## config.mk

```make
export PLATFORM = sky130hd
export DESIGN_NAME = vga_timing_param_flat
export DESIGN_NICKNAME = d
export VERILOG_FILES = /design/src/rtl/vga_if.sv /design/src/rtl/vga_timing_param.sv /design/src/flat_wrapper.sv
export SDC_FILE = /design/constraint.sdc
export NUM_CORES = 1
export LEC_CHECK = 0
export ABC_AREA = 1
export CORE_ASPECT_RATIO = 0.7
export CORE_MARGIN = 4
export CORE_UTILIZATION = 41
export DETAILED_ROUTE_END_ITERATION = 7
export PLACE_DENSITY = 0.66
export SLEW_MARGIN = 20
export SYNTH_ARGS = -nofsm -noshare
export SYNTH_HDL_FRONTEND = slang
export SYNTH_SLANG_ARGS = --single-unit
```

## constraint.sdc

```tcl
create_clock -name clk -period 5.3 [get_ports clk]
set_input_delay 1.325 -clock clk [delete_from_list [all_inputs] [get_ports clk]]
set_output_delay 1.325 -clock clk [all_outputs]
set_load 0.02 [all_outputs]
```

## src/rtl/vga_if.sv

```systemverilog
// Video timing bus between the timing generator and the first draw stage.
// CNT_W sizes the pixel/line counters and must match the generator's CNT_W.
interface vga_if #(
  parameter int CNT_W = 11
);
  logic [CNT_W-1:0] hcount;
  logic [CNT_W-1:0] vcount;
  logic             hsync;
  logic             vsync;
  logic             hblnk;
  logic             vblnk;
  logic [11:0]      rgb;

  modport master (output hcount, vcount, hsync, vsync, hblnk, vblnk, rgb);
  modport out    (output hcount, vcount, hsync, vsync, hblnk, vblnk, rgb);
  modport slave  (input  hcount, vcount, hsync, vsync, hblnk, vblnk, rgb);
endinterface

```

## src/rtl/vga_timing_param.sv

```systemverilog
// Parametrised VGA timing generator with pixel enable, restart and line/frame strobes.
// Optional VGA_TIMING_FRAME_CNT_EN adds a 16-bit completed-frame counter port.
module vga_timing_param #(
  parameter int   H_ACTIVE  = 1024,
  parameter int   H_FP      = 24,
  parameter int   H_SYNC    = 136,
  parameter int   H_BP      = 160,
  parameter int   V_ACTIVE  = 768,
  parameter int   V_FP      = 3,
  parameter int   V_SYNC    = 6,
  parameter int   V_BP      = 29,
  parameter logic HSYNC_POL = 1'b1,
  parameter logic VSYNC_POL = 1'b1,
  parameter int   CNT_W     = 11
) (
  input  logic  clk,
  input  logic  rst,
  input  logic  en,
  input  logic  restart,
  vga_if.out    out,
  output logic  line_start,
`ifdef VGA_TIMING_FRAME_CNT_EN
  output logic  frame_start,
  output logic [15:0] frame_cnt
`else
  output logic  frame_start
`endif
);
  localparam int H_TOTAL = H_ACTIVE + H_FP + H_SYNC + H_BP;
  localparam int V_TOTAL = V_ACTIVE + V_FP + V_SYNC + V_BP;
  localparam int MAX_TOTAL = (H_TOTAL > V_TOTAL) ? H_TOTAL : V_TOTAL;

  localparam logic [CNT_W-1:0] H_LAST = CNT_W'(H_TOTAL - 1);
  localparam logic [CNT_W-1:0] V_LAST = CNT_W'(V_TOTAL - 1);
  localparam logic [CNT_W-1:0] H_ACT  = CNT_W'(H_ACTIVE);
  localparam logic [CNT_W-1:0] V_ACT  = CNT_W'(V_ACTIVE);
  localparam logic [CNT_W-1:0] HS_BEG = CNT_W'(H_ACTIVE + H_FP);
  localparam logic [CNT_W-1:0] HS_END = CNT_W'(H_ACTIVE + H_FP + H_SYNC);
  localparam logic [CNT_W-1:0] VS_BEG = CNT_W'(V_ACTIVE + V_FP);
  localparam logic [CNT_W-1:0] VS_END = CNT_W'(V_ACTIVE + V_FP + V_SYNC);

  if (H_ACTIVE == 0 || H_FP == 0 || H_SYNC == 0 || H_BP == 0 ||
      V_ACTIVE == 0 || V_FP == 0 || V_SYNC == 0 || V_BP == 0) begin : g_bad_zero
    $error("vga_timing_param: H_*/V_* timing parameters must be non-zero");
  end
  if (CNT_W < 1 || CNT_W > 30 || (1 << CNT_W) < MAX_TOTAL) begin : g_bad_cnt_w
    $error("vga_timing_param: CNT_W too small for H_TOTAL/V_TOTAL");
  end

  logic [CNT_W-1:0] h_nxt;
  logic [CNT_W-1:0] v_nxt;
  logic             h_wrap;
  logic             v_wrap;

  assign h_wrap = (out.hcount == H_LAST);
  assign v_wrap = (out.vcount == V_LAST);

  // Restart overrides the natural wrap so the pipeline can be resynchronised mid-frame.
  always_comb begin
    h_nxt = out.hcount;
    v_nxt = out.vcount;
    if (restart) begin
      h_nxt = '0;
      v_nxt = '0;
    end else if (h_wrap) begin
      h_nxt = '0;
      v_nxt = v_wrap ? '0 : out.vcount + 1'b1;
    end else begin
      h_nxt = out.hcount + 1'b1;
    end
  end

  assign out.rgb = 12'h000;

  // Flags decode the next counts so they land in the same register stage as the counts.
  always_ff @(posedge clk or posedge rst) begin
    if (rst) begin
      out.hcount  <= '0;
      out.vcount  <= '0;
      out.hblnk   <= 1'b0;
      out.vblnk   <= 1'b0;
      out.hsync   <= ~HSYNC_POL;
      out.vsync   <= ~VSYNC_POL;
      line_start  <= 1'b0;
      frame_start <= 1'b0;
    end else begin
      line_start  <= 1'b0;
      frame_start <= 1'b0;
      if (en) begin
        out.hcount  <= h_nxt;
        out.vcount  <= v_nxt;
        out.hblnk   <= (h_nxt >= H_ACT);
        out.vblnk   <= (v_nxt >= V_ACT);
        out.hsync   <= (h_nxt >= HS_BEG && h_nxt < HS_END) ? HSYNC_POL : ~HSYNC_POL;
        out.vsync   <= (v_nxt >= VS_BEG && v_nxt < VS_END) ? VSYNC_POL : ~VSYNC_POL;
        line_start  <= (h_nxt == '0);
        frame_start <= (h_nxt == '0) && (v_nxt == '0);
      end
    end
  end

`ifdef VGA_TIMING_FRAME_CNT_EN
  always_ff @(posedge clk or posedge rst) begin
    if (rst) begin
      frame_cnt <= 16'd0;
    end else if (en) begin
      if (restart) frame_cnt <= 16'd0;
      else if (h_wrap && v_wrap) frame_cnt <= frame_cnt + 16'd1;
    end
  end
`endif
endmodule

```

## src/flat_wrapper.sv

```systemverilog
// flat-port wrapper written by rule: the top's interface ports become plain ports
module vga_timing_param_flat 
#(
  parameter int   H_ACTIVE  = 1024,
  parameter int   H_FP      = 24,
  parameter int   H_SYNC    = 136,
  parameter int   H_BP      = 160,
  parameter int   V_ACTIVE  = 768,
  parameter int   V_FP      = 3,
  parameter int   V_SYNC    = 6,
  parameter int   V_BP      = 29,
  parameter logic HSYNC_POL = 1'b1,
  parameter logic VSYNC_POL = 1'b1,
  parameter int   CNT_W     = 11
)
  (clk, rst, en, restart, line_start, frame_start, out_hcount, out_vcount, out_hsync, out_vsync, out_hblnk, out_vblnk, out_rgb);
  vga_if #(.CNT_W(CNT_W)) out_i ();
  input  logic clk;
  input  logic rst;
  input  logic en;
  input  logic restart;
  output logic line_start;
  output logic frame_start;
  output wire logic [$bits(out_i.hcount)-1:0] out_hcount;
  output wire logic [$bits(out_i.vcount)-1:0] out_vcount;
  output wire logic [$bits(out_i.hsync)-1:0] out_hsync;
  output wire logic [$bits(out_i.vsync)-1:0] out_vsync;
  output wire logic [$bits(out_i.hblnk)-1:0] out_hblnk;
  output wire logic [$bits(out_i.vblnk)-1:0] out_vblnk;
  output wire logic [$bits(out_i.rgb)-1:0] out_rgb;
  assign out_hcount = out_i.hcount;
  assign out_vcount = out_i.vcount;
  assign out_hsync = out_i.hsync;
  assign out_vsync = out_i.vsync;
  assign out_hblnk = out_i.hblnk;
  assign out_vblnk = out_i.vblnk;
  assign out_rgb = out_i.rgb;
  vga_timing_param #(.H_ACTIVE(H_ACTIVE), .H_FP(H_FP), .H_SYNC(H_SYNC), .H_BP(H_BP), .V_ACTIVE(V_ACTIVE), .V_FP(V_FP), .V_SYNC(V_SYNC), .V_BP(V_BP), .HSYNC_POL(HSYNC_POL), .VSYNC_POL(VSYNC_POL), .CNT_W(CNT_W)) u_core (.clk(clk), .rst(rst), .en(en), .restart(restart), .out(out_i), .line_start(line_start), .frame_start(frame_start));
endmodule
```

Word level (Yosys, flattened, before mapping). Index checks and enable logic that the tools add are counted.

Register bits after elaboration: 28. Latch bits: 0. Memory bits (writable): 0. ROM bits: 0. Input bits: 4. Output and inout port bits: 40. Logic and storage cells: 32. Memories: 0.

Add/sub/neg operators: 2. $mul: 0. Divide/modulo/power cells: 0. $lt $le $gt $ge: 6. Equal/unequal tests: 2. Shift operators: 0. Mux-type cells: 9. Bitwise logic cells: 0. Reductions and logical operators: 5.

Operators by type and width (count): $mux 11 (5); $add 11x1->11 const B (2); $ge 11x10->1 const B (2); $ge 11x11->1 const B (2); $logic_not 11->1 (2); $eq 11x10->1 const B (1); $eq 11x11->1 const B (1); $lt 11x10->1 const B (1); $lt 11x11->1 const B (1); $mux 1 (4); $logic_and 1x1->1 (3).

Logic depth before layout (Yosys ltp). Gate-level depths: netlist (run 1).

Word-level depth: 7. Mapped depth: 14. Depth with buffers taken out: 14.

Worst setup path after synthesis (run 1). Ideal clock, no wire load.

Path kind: input to register. Start point: input port restart. End point: register u_core.frame_start. Data arrival time: 2.070 ns. Slack: 3.112 ns. Stages: 7. Cell sequence: inv_1 > buf_1 > o211ai_1 > nand2_1 > nor2_1 > nand3_1 > nor3_2.

Word-level cells in the longest chain between the ends: 4. Elaborated cells on any way between the ends: 6. Those cells by class: 3 x mux; 3 x reduce/logical.

Ends and longest elaborated chain: from (decl) (RTL line flat_wrapper.sv:21) `input logic restart;`; $mux 11 (RTL line vga_timing_param.sv:62) `if (restart) begin`; $logic_not 11->1 (RTL line vga_timing_param.sv:97) `frame_start <= (h_nxt == '0) && (v_nxt == '0);`; $logic_and 1x1->1 * (RTL line vga_timing_param.sv:97); $mux 1 * (RTL line vga_timing_param.sv:89) `if (en) begin`; to (signal assigned) (RTL line vga_timing_param.sv:97); to (decl) (RTL line vga_timing_param.sv:26) `output logic frame_start`.

Mark *: on every way between the ends. The rest lies on a longest branch, timed or not. A chain may end at the register's enable or synchronous reset.

Worst setup path after layout (run 1).
Start point: register u_core.out.hcount[2]. End point: output port out_hcount[2].

RTL lines: from (decl) (RTL line vga_if.sv:15) `modport out (output hcount, vcount, hsync, vsync, hblnk, vblnk, rgb);`; from (signal assigned) (RTL line vga_timing_param.sv:90) `out.hcount <= h_nxt;`; to (decl) (RTL line flat_wrapper.sv:24) `output wire logic [$bits(out_i.hcount)-1:0] out_hcount;`.

No word-level cell between the ends.

==> results of run 1 <==
==> through the flow <==
stage,worst slack (ns),std cells,hold slack [ns]
2_1_floorplan,3.112,341,0.5912
3_3_place_gp,2.407,420,0.4679
3_5_place_dp,2.309,420,0.4672
4_1_cts,2.465,424,0.4989
5_1_grt,2.391,424,0.5255
6_report,2.470,424,0.4931
==> kinds of logic after synthesis <==
group           count (synthesis)  share of synthesized area
buf+inv                        62                     0.1413
other cells                     1                   0.001780
xor+xnor                        3                    0.01247
flops                          27                     0.3207
fa+ha+maj                       3                    0.01782
simple gates                  206                     0.4287
compound gates                 28                    0.07720
==> cell usage after synthesis (all sizes together) <==
library cell  instances
a21oi                 2
buf                  17
clkbuf                4
conb                  1
dfrtp                27
ha                    3
inv                  41
nand2               117
nand3                44
nand3b                1
nand4                 8
nor2                 35
nor3                  1
o211ai                1
o21ai                20
o21bai                2
o22ai                 3
xnor2                 1
xor2                  2
==> where the power goes <==
group | switching (mW) | total (mW) | internal, mW
clock | 0.0709 | 0.124 | 0.0529
sequential | 0.00817 | 0.219 | 0.211
combinational | 0.0389 | 0.0568 | 0.0179
total | 0.118 | 0.400 | 0.282
==> final timing paths <==
| path | endpoint | slack [ns] |
|---|---|---|
| max in group asynchronous | u_core.out.vcount[2]$_DFFE_PP0P_ | 3.49 |
| min in group asynchronous | u_core.out.hcount[2]$_DFFE_PP0P_ | 1.41 |
| max | out_hcount[2] | 2.47 |
| min reg2reg | u_core.out.hsync$_DFFE_PP0P_ | 0.49 |
| min | u_core.out.hsync$_DFFE_PP0P_ | 0.49 |
| max reg2reg | u_core.frame_start$_DFF_PP0_ | 2.98 |
==> layer usage <==
metal / track usage / routed length, um
met5: 0 / 0
met1: 0.2881 / 2944
met3: 0.03297 / 405
met2: 0.2520 / 2210
met4: 0.03604 / 25
==> state kept, by name (all words and copies together), names as in the netlist <==
name,flops
u_core.out.vcount,11
u_core.out.hcount,10
u_core.frame_start,1
u_core.line_start,1
u_core.out.hblnk,1
u_core.out.hsync,1
u_core.out.vblnk,1
u_core.out.vsync,1
==> worst register-to-register path, delay by kind of cell (launching register included) <==
kind | cells | cell delay (ns)
buffers and inverters | 1 | 0.08
adder cells (fa/ha/maj) | 1 | 0.31
flip-flops | 1 | 0.48
AND/OR/NAND/NOR | 9 | 1.38
==> cell type report <==
type,count,area [um^2],share of cell area
Sequential cell,27,675.6,0.2761
Clock inverter,1,5.005,0.002045
Multi-Input combinational cell,252,1175,0.4801
Clock buffer,3,41.29,0.01687
Timing Repair Buffer,31,310.3,0.1268
Inverter,41,153.9,0.06288
Tap cell,69,86.33,0.03528
==> impl_metrics.csv, run 1 <==
group,metric,value,unit
layout,final_area,2447,um^2
clocking,cts-resized-gates,0,
global_route,grt_overflow,0,
clocking,path_clk_slew,0.10,ns
sta,slew_headroom,0.6005,
place,gp_congestion,0.9132,
worst_setup_path,reg2reg_from,"u_core.out.hcount[0]$_DFFE_PP0P_",
route,vias_per_cell,4.962,
die,die-area,6368,um^2
worst_setup_path,path_buf_inv,1,
layout,fin_nets,363,
global_route,grt_pass1_vias,1833,
worst_setup_path,cp-end-kind,"primary output",
logic_synthesis,syn_inst,330,
layout,fillers,491,
die,start_util,0.4335,
die,io_pins,44,
global_route,antenna_found_initial,0,
logic_synthesis,avgSynthCellArea,6.385,um^2
sta,hold_violations,0,
clocking,cts_num_sinks,27,
sta,worst_slew_pin_slew,0.5984,ns
worst_setup_path,worstPathRequired,3.97,ns
sta,tns,0,ns
logic_synthesis,yosysSeqAreaShare,0.3207,
layout,insertedDiodeCount,0,
clocking,cts_tree,"yes",
place,hpwl,4217,um
global_route,grt_max_degree,36,
clocking,h-tree-depth,1,
sta,setup_viol,0,
route,drt_pass1_iterations,5,
worst_setup_path,crit_path_start,"u_core.out.hcount[2]$_DFFE_PP0P_",
logic_synthesis,synth_warnings,0,
logic_synthesis,ys_ff_latch,27,
place,dpl_cell_area,2401,um^2
global_route,grt_pass1_wl,8997,um
sta,fmax,0.3533,GHz
power,peakVddDrop,128.1,uV
die,num_rows,21,
route,wirelength,5586,um
sta,post-route-min-period,2.830,ns
layout,mostFrequentLayoutCells,"nand2_1 (114), nand3_1 (43), inv_1 (38), clkdlybuf4s50_1 (31), nor2_1 (30)",
layout,final_common_cell,"nand2_1",
worst_hold_path,hp-class,"reg2reg",
worst_setup_path,crit_cells,1,
run,drv_cap,0,
logic_synthesis,synth.distinct_cells,30,
worst_setup_path,crit_type,"reg2out",
clocking,cts_max_path_buffers,2,
clocking,clock_latency,0.28,ns
power,cellLeakagePower,1.215,nW
logic_synthesis,synthesis.area,2107,um^2
sta,finalMaxSlewViolations,0,
layout,utilization,0.5035,
route,drtAntennaViolNets,0,
worst_setup_path,reg2regPathDepth,11,
worst_hold_path,worstHoldStart,"u_core.out.hsync$_DFFE_PP0P_",
route,first_iter_violations,160,
worst_setup_path,critPathArrivalTime,1.51,ns
sta,period_share,0.5340,
die,die_width,93.68,um
worst_setup_path,critPathMaxFanout,8,
worst_setup_path,crit_family,"buffers and inverters",
layout,drive_above_1_share,0.05070,
clocking,numCtsBuffers,3,
run_status,status,"finished clean",
die,die_y,67.98,um
global_route,grt.total_usage,0.1817,
route,route.vias.total,2104,
route,wl_per_cell,13.17,um
layout,areaGrowthSynthToFinish,16.15,%
logic_synthesis,synth_top_area_cell,"dfrtp_1",
clocking,cts_setup_buffers,0,
sta,rsz0062_at_grt,"false",
clocking,holdBufCountCts,0,
sta,finClkSkew,0.004534,ns
worst_hold_path,hold_path_depth,2,
die,core,4861,um^2
worst_setup_path,slowest_stage,"clkdlybuf4s50_1",
worst_setup_path,max_stage_delay,0.68,ns
worst_setup_path,worstSetupStartpointType,"flip-flop",
route,drc_errors,0,
place,io_buffers,31,
clocking,clock-root-buffer,"clkbuf_8",
power,p_per_area,163.3,nW/um^2
worst_setup_path,path_cells,"clkdlybuf4s50_1",
logic_synthesis,yosys.area.top_type_share,0.3207,
logic_synthesis,ys_top_cells_by_area,"dfrtp_1 (32%), nand2_1 (20%), nand3_1 (10%)",
power,p_total,399.6,uW
Note: power is estimated with default switching activity, not from simulation.
==> inputs of run 2 (changes only) <==
--- a/config.mk
+++ b/config.mk
@@ -10,7 +10,7 @@
 export CORE_MARGIN = 4
 export CORE_UTILIZATION = 41
 export DETAILED_ROUTE_END_ITERATION = 7
-export PLACE_DENSITY = 0.66
+export PLACE_DENSITY = 0.69
 export SLEW_MARGIN = 20
 export SYNTH_ARGS = -nofsm -noshare
 export SYNTH_HDL_FRONTEND = slang
==> constraint.sdc (replaced) <==
create_clock -name clk -period 2.37 [get_ports clk]
set_input_delay 0.5925 -clock clk [delete_from_list [all_inputs] [get_ports clk]]
set_output_delay 0.5925 -clock clk [all_outputs]
set_load 0.02 [all_outputs]
==> run 2 against run 1 <==
Net effect: die area unchanged; non-clock buffer count increased by 6; clock power is 120% higher; cell area is 1.8% higher; sequential cell count unchanged; combinational power increased by 140%; global-route usage increased by 0.70 points; register-to-register slack lost 2.7 ns; worst hold slack got worse by 0.0012 ns; final cell count is 1.4% higher.
==> impl_metrics.csv, run 2 (synthesized netlist as in run 1, its figures left out) <==
group,metric,value,unit
die,io_pins,44,
route,first_iter_violations,174,
power,peakVddDrop,224.1,uV
clocking,clock-root-buffer,"clkbuf_8",
layout,insertedDiodeCount,0,
sta,setup_viol,0,
worst_setup_path,path_cells,"ha_1 > nand2_1 > nor2_4 > nand2_2 > nor2_4 > buf_4 > nand2_1 > nand2_1 > nand3_1 > nor2_1 > nand2_1 > nor2_1 > nand2_1 > nand2_1",
worst_setup_path,worstPathRequired,2.60,ns
worst_setup_path,reg2reg_to,"u_core.out.vsync$_DFFE_PP0P_",
global_route,antenna_found_initial,0,
power,p_per_area,358.6,nW/um^2
sta,setup_slack,0.2869,ns
sta,finalMaxSlewViolations,0,
layout,seq_area,675.6,um^2
sta,tns,0,ns
run,drv_cap,0,
worst_hold_path,worstHoldStart,"u_core.out.vblnk$_DFFE_PP0P_",
sta,slew_headroom,0.6628,
clocking,cts_setup_buffers,0,
route,drc_errors,0,
sta,post-route-min-period,2.083,ns
route,vias_per_cell,5.081,
global_route,grt_max_degree,28,
worst_setup_path,critPathArrivalTime,2.31,ns
worst_setup_path,path_common_cell,"nand2_1",
clocking,cts-resized-gates,0,
worst_setup_path,path_buf_inv,1,
layout,fillers,504,
place,pre_cts_ws,0.1115,ns
clocking,cts_max_path_buffers,2,
die,die_y,67.98,um
sta,period_share,0.8790,
clocking,numCtsBuffers,3,
die,core,4861,um^2
layout,max_flop_register,"u_core.out.vcount",
worst_setup_path,critPathMaxFanout,13,
layout,mostFrequentLayoutCells,"nand2_1 (114), nand3_1 (43), inv_1 (39), clkdlybuf4s50_1 (31), nor2_1 (30)",
worst_hold_path,hold_path_depth,2,
route,drt_pass1_iterations,5,
worst_setup_path,worstSetupStartpointType,"flip-flop",
route,wl_per_cell,13.19,um
clocking,path_clk_slew,0.10,ns
sta,hold_ws,0.4920,ns
worst_hold_path,hold-path-endpoint,"u_core.out.vblnk$_DFFE_PP0P_",
die,die-area,6368,um^2
sta,worst_slew_pin_slew,0.5052,ns
global_route,grt_pass1_vias,1909,
layout,largest_reg_flops,11,
worst_setup_path,crit_type,"reg2reg",
run_status,status,"finished clean",
layout,utilization,0.5127,
route,drtAntennaViolNets,0,
worst_setup_path,crit_family,"simple AND/OR/NAND/NOR gates",
layout,drive_above_1_share,0.06371,
clocking,clock_latency,0.28,ns
layout,multi_input_area,1175,um^2
route,wirelength,5672,um
route,route.vias.total,2185,
worst_setup_path,cp-end-kind,"flip-flop",
worst_setup_path,reg2regPathDepth,14,
layout,top_regs,"u_core.out.vcount x11, u_core.out.hcount x10",
die,num_rows,21,
clocking,holdBufCountCts,0,
global_route,grt_overflow,0,
power,p_total,893.7,uW
worst_hold_path,hp-class,"reg2reg",
clocking,h-tree-depth,1,
sta,finClkSkew,0.006748,ns
layout,final_common_cell,"nand2_1",
worst_setup_path,r2r_slack,0.29,ns
sta,hold_violations,0,
worst_setup_path,max_stage_delay,0.46,ns
place,hpwl,4360,um
die,start_util,0.4335,
global_route,grt_pass1_wl,9501,um
layout,fin_nets,369,
clocking,cts_num_sinks,27,
worst_setup_path,reg2reg_from,"u_core.out.hcount[0]$_DFFE_PP0P_",
layout,areaGrowthSynthToFinish,18.29,%
power,cellLeakagePower,1.246,nW
clocking,cts_tree,"yes",
die,die_width,93.68,um
place,gp_congestion,0.9190,
worst_setup_path,slowest_stage,"dfrtp_1",
global_route,grt.total_usage,0.1887,
sta,rsz0062_at_grt,"false",
place,io_buffers,31,
sta,fmax,0.4800,GHz
run 2: final cells by class:
type / count / share of cell area
Multi-Input combinational cell: 252 / 0.4714
Sequential cell: 27 / 0.2711
Timing Repair Buffer: 37 / 0.1426
Inverter: 41 / 0.06175
Tap cell: 69 / 0.03464
Clock buffer: 3 / 0.01657
Clock inverter: 1 / 0.002008
run 2: per-stage QoR:
stage               instances  area, um^2
floorplan                 341        2148
global placement          426        2446
detailed placement        426        2446
CTS                       430        2492
global route              430        2492
finish                    430        2492
run 2: report_power, final:
group          internal (mW)  total, mW  switching, mW
combinational         0.0445      0.134         0.0899
clock                  0.118      0.272          0.154
sequential             0.471      0.488         0.0161
total                  0.634      0.894          0.260
run 2: per-layer routing:
layer  vias up  part of all wire  track usage
met1       992              0.51       0.3008
met4         0            0.0056      0.02883
met2       105              0.39       0.2582
met3         4             0.091      0.04176
met5         -                 0            0
li1       1084                 -            -
run 2: worst min-delay path: stages (launching register included):
cell and delay [ns]:
dfrtp_1 0.36, nand2_1 0.05, nand2_1 0.06
run 2: worst max path at each step:
| stage | startpoint | to | slack, ns | cells after the start |
|---|---|---|---|---|
| 4_1_cts | u_core.out.hcount[3]$_DFFE_PP0P_ | out_hcount[3] | 0.28 | 1 |
| 2_1_floorplan | u_core.out.hcount[0]$_DFFE_PP0P_ | u_core.frame_start$_DFF_PP0_ | 0.48 | 12 |
| 6_report | u_core.out.hcount[0]$_DFFE_PP0P_ | u_core.out.vsync$_DFFE_PP0P_ | 0.29 | 14 |
| 5_1_grt | u_core.out.hcount[1]$_DFFE_PP0P_ | u_core.out.vsync$_DFFE_PP0P_ | 0.08 | 14 |
| 3_5_place_dp | restart | u_core.frame_start$_DFF_PP0_ | 0.11 | 7 |
| 3_3_place_gp | restart | u_core.line_start$_DFF_PP0_ | 0.1 | 7 |
==> inputs of run 3 (changes only) <==
--- a/config.mk
+++ b/config.mk
@@ -8,9 +8,9 @@
 export ABC_AREA = 1
 export CORE_ASPECT_RATIO = 0.7
 export CORE_MARGIN = 4
-export CORE_UTILIZATION = 41
+export CORE_UTILIZATION = 47
 export DETAILED_ROUTE_END_ITERATION = 7
-export PLACE_DENSITY = 0.69
+export PLACE_DENSITY = 0.77
 export SLEW_MARGIN = 20
 export SYNTH_ARGS = -nofsm -noshare
 export SYNTH_HDL_FRONTEND = slang
==> run 3 against run 2 <==
Net effect: sequential share of layout area is 0.44 points higher; clock power is 1% lower; count of clock-buffer cells in the layout stayed put; largest cell class unchanged; die area is 12% lower; worst hold slack better by 0.00070 ns; highest routed layer unchanged; largest power group unchanged; maximum frequency is 4.6% lower; first-iteration DRC count is 12% higher; via count is 2.4% lower; global-route usage is 1.4 points higher; non-clock buffer count is 3 lower.
==> impl_metrics.csv, run 3 (synthesized netlist as in run 1, its figures left out) <==
group,metric,value,unit
route,vias_per_cell,5.162,
clocking,numCtsBuffers,3,
power,cellLeakagePower,1.230,nW
sta,hold_ws,0.4927,ns
power,peakVddDrop,288.0,uV
sta,setup_viol,0,
layout,fin_nets,366,
sta,hold_violations,0,
sta,finClkSkew,0.005974,ns
global_route,grt_overflow,0,
clocking,h-tree-depth,1,
worst_setup_path,worstPathRequired,2.57,ns
layout,top_regs,"u_core.out.vcount x11, u_core.out.hcount x10",
clocking,cts_tree,"yes",
sta,rsz0062_at_grt,"false",
global_route,grt_pass1_vias,1835,
worst_setup_path,cp-end-kind,"flip-flop",
run,drv_cap,0,
place,gp_congestion,0.9796,
route,route.vias.total,2132,
route,drt_pass1_iterations,4,
worst_hold_path,hp-class,"reg2reg",
layout,drive_above_1_share,0.05587,
route,drc_errors,0,
route,wirelength,5625,um
die,die_y,64.02,um
layout,areaGrowthSynthToFinish,16.39,%
global_route,met3_usage,0.05799,
sta,tns,0,ns
clocking,cts_setup_buffers,0,
place,hpwl,4245,um
global_route,met2_usage,0.2632,
layout,insertedDiodeCount,0,
clocking,clock_latency,0.28,ns
die,core,4329,um^2
run_status,status,"finished clean",
global_route,grt_max_degree,28,
die,die-area,5635,um^2
global_route,grt_util_met1,0.3254,
power,p_per_area,361.9,nW/um^2
global_route,busiest_layer,"met1",
sta,period_share,0.9209,
sta,finalMaxSlewViolations,0,
place,io_buffers,31,
sta,fmax,0.4582,GHz
clocking,path_clk_slew,0.09,ns
layout,largest_reg_flops,11,
worst_setup_path,crit_type,"reg2reg",
global_route,antenna_found_initial,0,
route,first_iter_violations,195,
route,wl_per_cell,13.62,um
layout,max_flop_register,"u_core.out.vcount",
layout,fillers,432,
layout,final_common_cell,"nand2_1",
layout,mostFrequentLayoutCells,"nand2_1 (114), nand3_1 (43), inv_1 (39), clkdlybuf4s50_1 (31), nor2_1 (30)",
sta,post-route-min-period,2.183,ns
die,io_pins,44,
die,num_rows,20,
die,die_width,88.03,um
worst_setup_path,critPathMaxFanout,14,
global_route,grt_pass1_wl,9004,um
clocking,cts_num_sinks,27,
global_route,grt.total_usage,0.2028,
worst_setup_path,critPathArrivalTime,2.38,ns
worst_setup_path,worstSetupStartpointType,"flip-flop",
route,drtAntennaViolNets,0,
clocking,cts_max_path_buffers,2,
die,start_util,0.4867,
clocking,clock-root-buffer,"clkbuf_8",
## run 3: changes by cell type in the layout (fill, tap and decap cells not counted)
| cell | delta |
|---|---|
| buf_4 | -3 |
## run 3: power by group
part	switching, mW	internal, mW
sequential	0.0165	0.471
combinational	0.0881	0.0434
clock	0.150	0.118
total	0.255	0.633
## run 3: layout make-up
cell class | instances | area, um^2 | share of cell area
Clock buffer | 3 | 41.29 | 0.01684
Clock inverter | 1 | 5.005 | 0.002041
Inverter | 41 | 153.9 | 0.06276
Multi-Input combinational cell | 252 | 1175 | 0.4791
Sequential cell | 27 | 675.6 | 0.2755
Tap cell | 55 | 68.82 | 0.02806
Timing Repair Buffer | 34 | 332.8 | 0.1357
## run 3: what timing repair did
action / in CTS / in global routing
resized for setup: 0 / 0
hold buffers: 0 / 0
endpoints found under the hold margin: 0 / 0
setup endpoints to repair: 0 / 1
## run 3: through the flow
stage | util | std cells | cell area (um^2) | setup WS [ns] | power, mW
2_1_floorplan | - | 341 | 2148 | 0.4817 | 0.5930
3_3_place_gp | 0.5558 | 409 | 2406 | 0.1057 | 0.6300
3_5_place_dp | 0.5558 | 409 | 2406 | 0.1644 | 0.6276
4_1_cts | 0.5665 | 413 | 2452 | 0.1927 | 0.9028
5_1_grt | 0.5665 | 413 | 2452 | 0.01976 | 0.9328
6_report | 0.5665 | 413 | 2452 | 0.1874 | 0.8875
## run 3: critical path: stages (launching register included)
cell and delay (ns):
dfrtp_1 0.45, ha_1 0.31, nand2_1 0.13, nor2_4 0.13, nand2_2 0.07, nor2_4 0.28
nor2_1 0.18, nand3_1 0.13, inv_1 0.05, nor2_1 0.10, nand3_1 0.12, nor3_2 0.16
## run 3: worst paths after layout
kind / start / end / slack [ns] / cells past startpoint
min: u_core.out.vsync$_DFFE_PP0P_ / u_core.out.vsync$_DFFE_PP0P_ / 0.49 / 2
max: u_core.out.hcount[0]$_DFFE_PP0P_ / u_core.frame_start$_DFF_PP0_ / 0.19 / 11
min in group asynchronous: rst / u_core.out.hblnk$_DFFE_PP0P_ / 0.67 / 3
max in group asynchronous: rst / u_core.out.vcount[10]$_DFFE_PP0P_ / 1.43 / 3
max reg2reg: u_core.out.hcount[0]$_DFFE_PP0P_ / u_core.frame_start$_DFF_PP0_ / 0.19 / 11
min reg2reg: u_core.out.vsync$_DFFE_PP0P_ / u_core.out.vsync$_DFFE_PP0P_ / 0.49 / 2
## run 3: layer usage
metal,wire (um),part of all wire
met5,0,0
met4,18,0.0032
met3,470,0.084
met2,2263,0.40
met1,2873,0.51
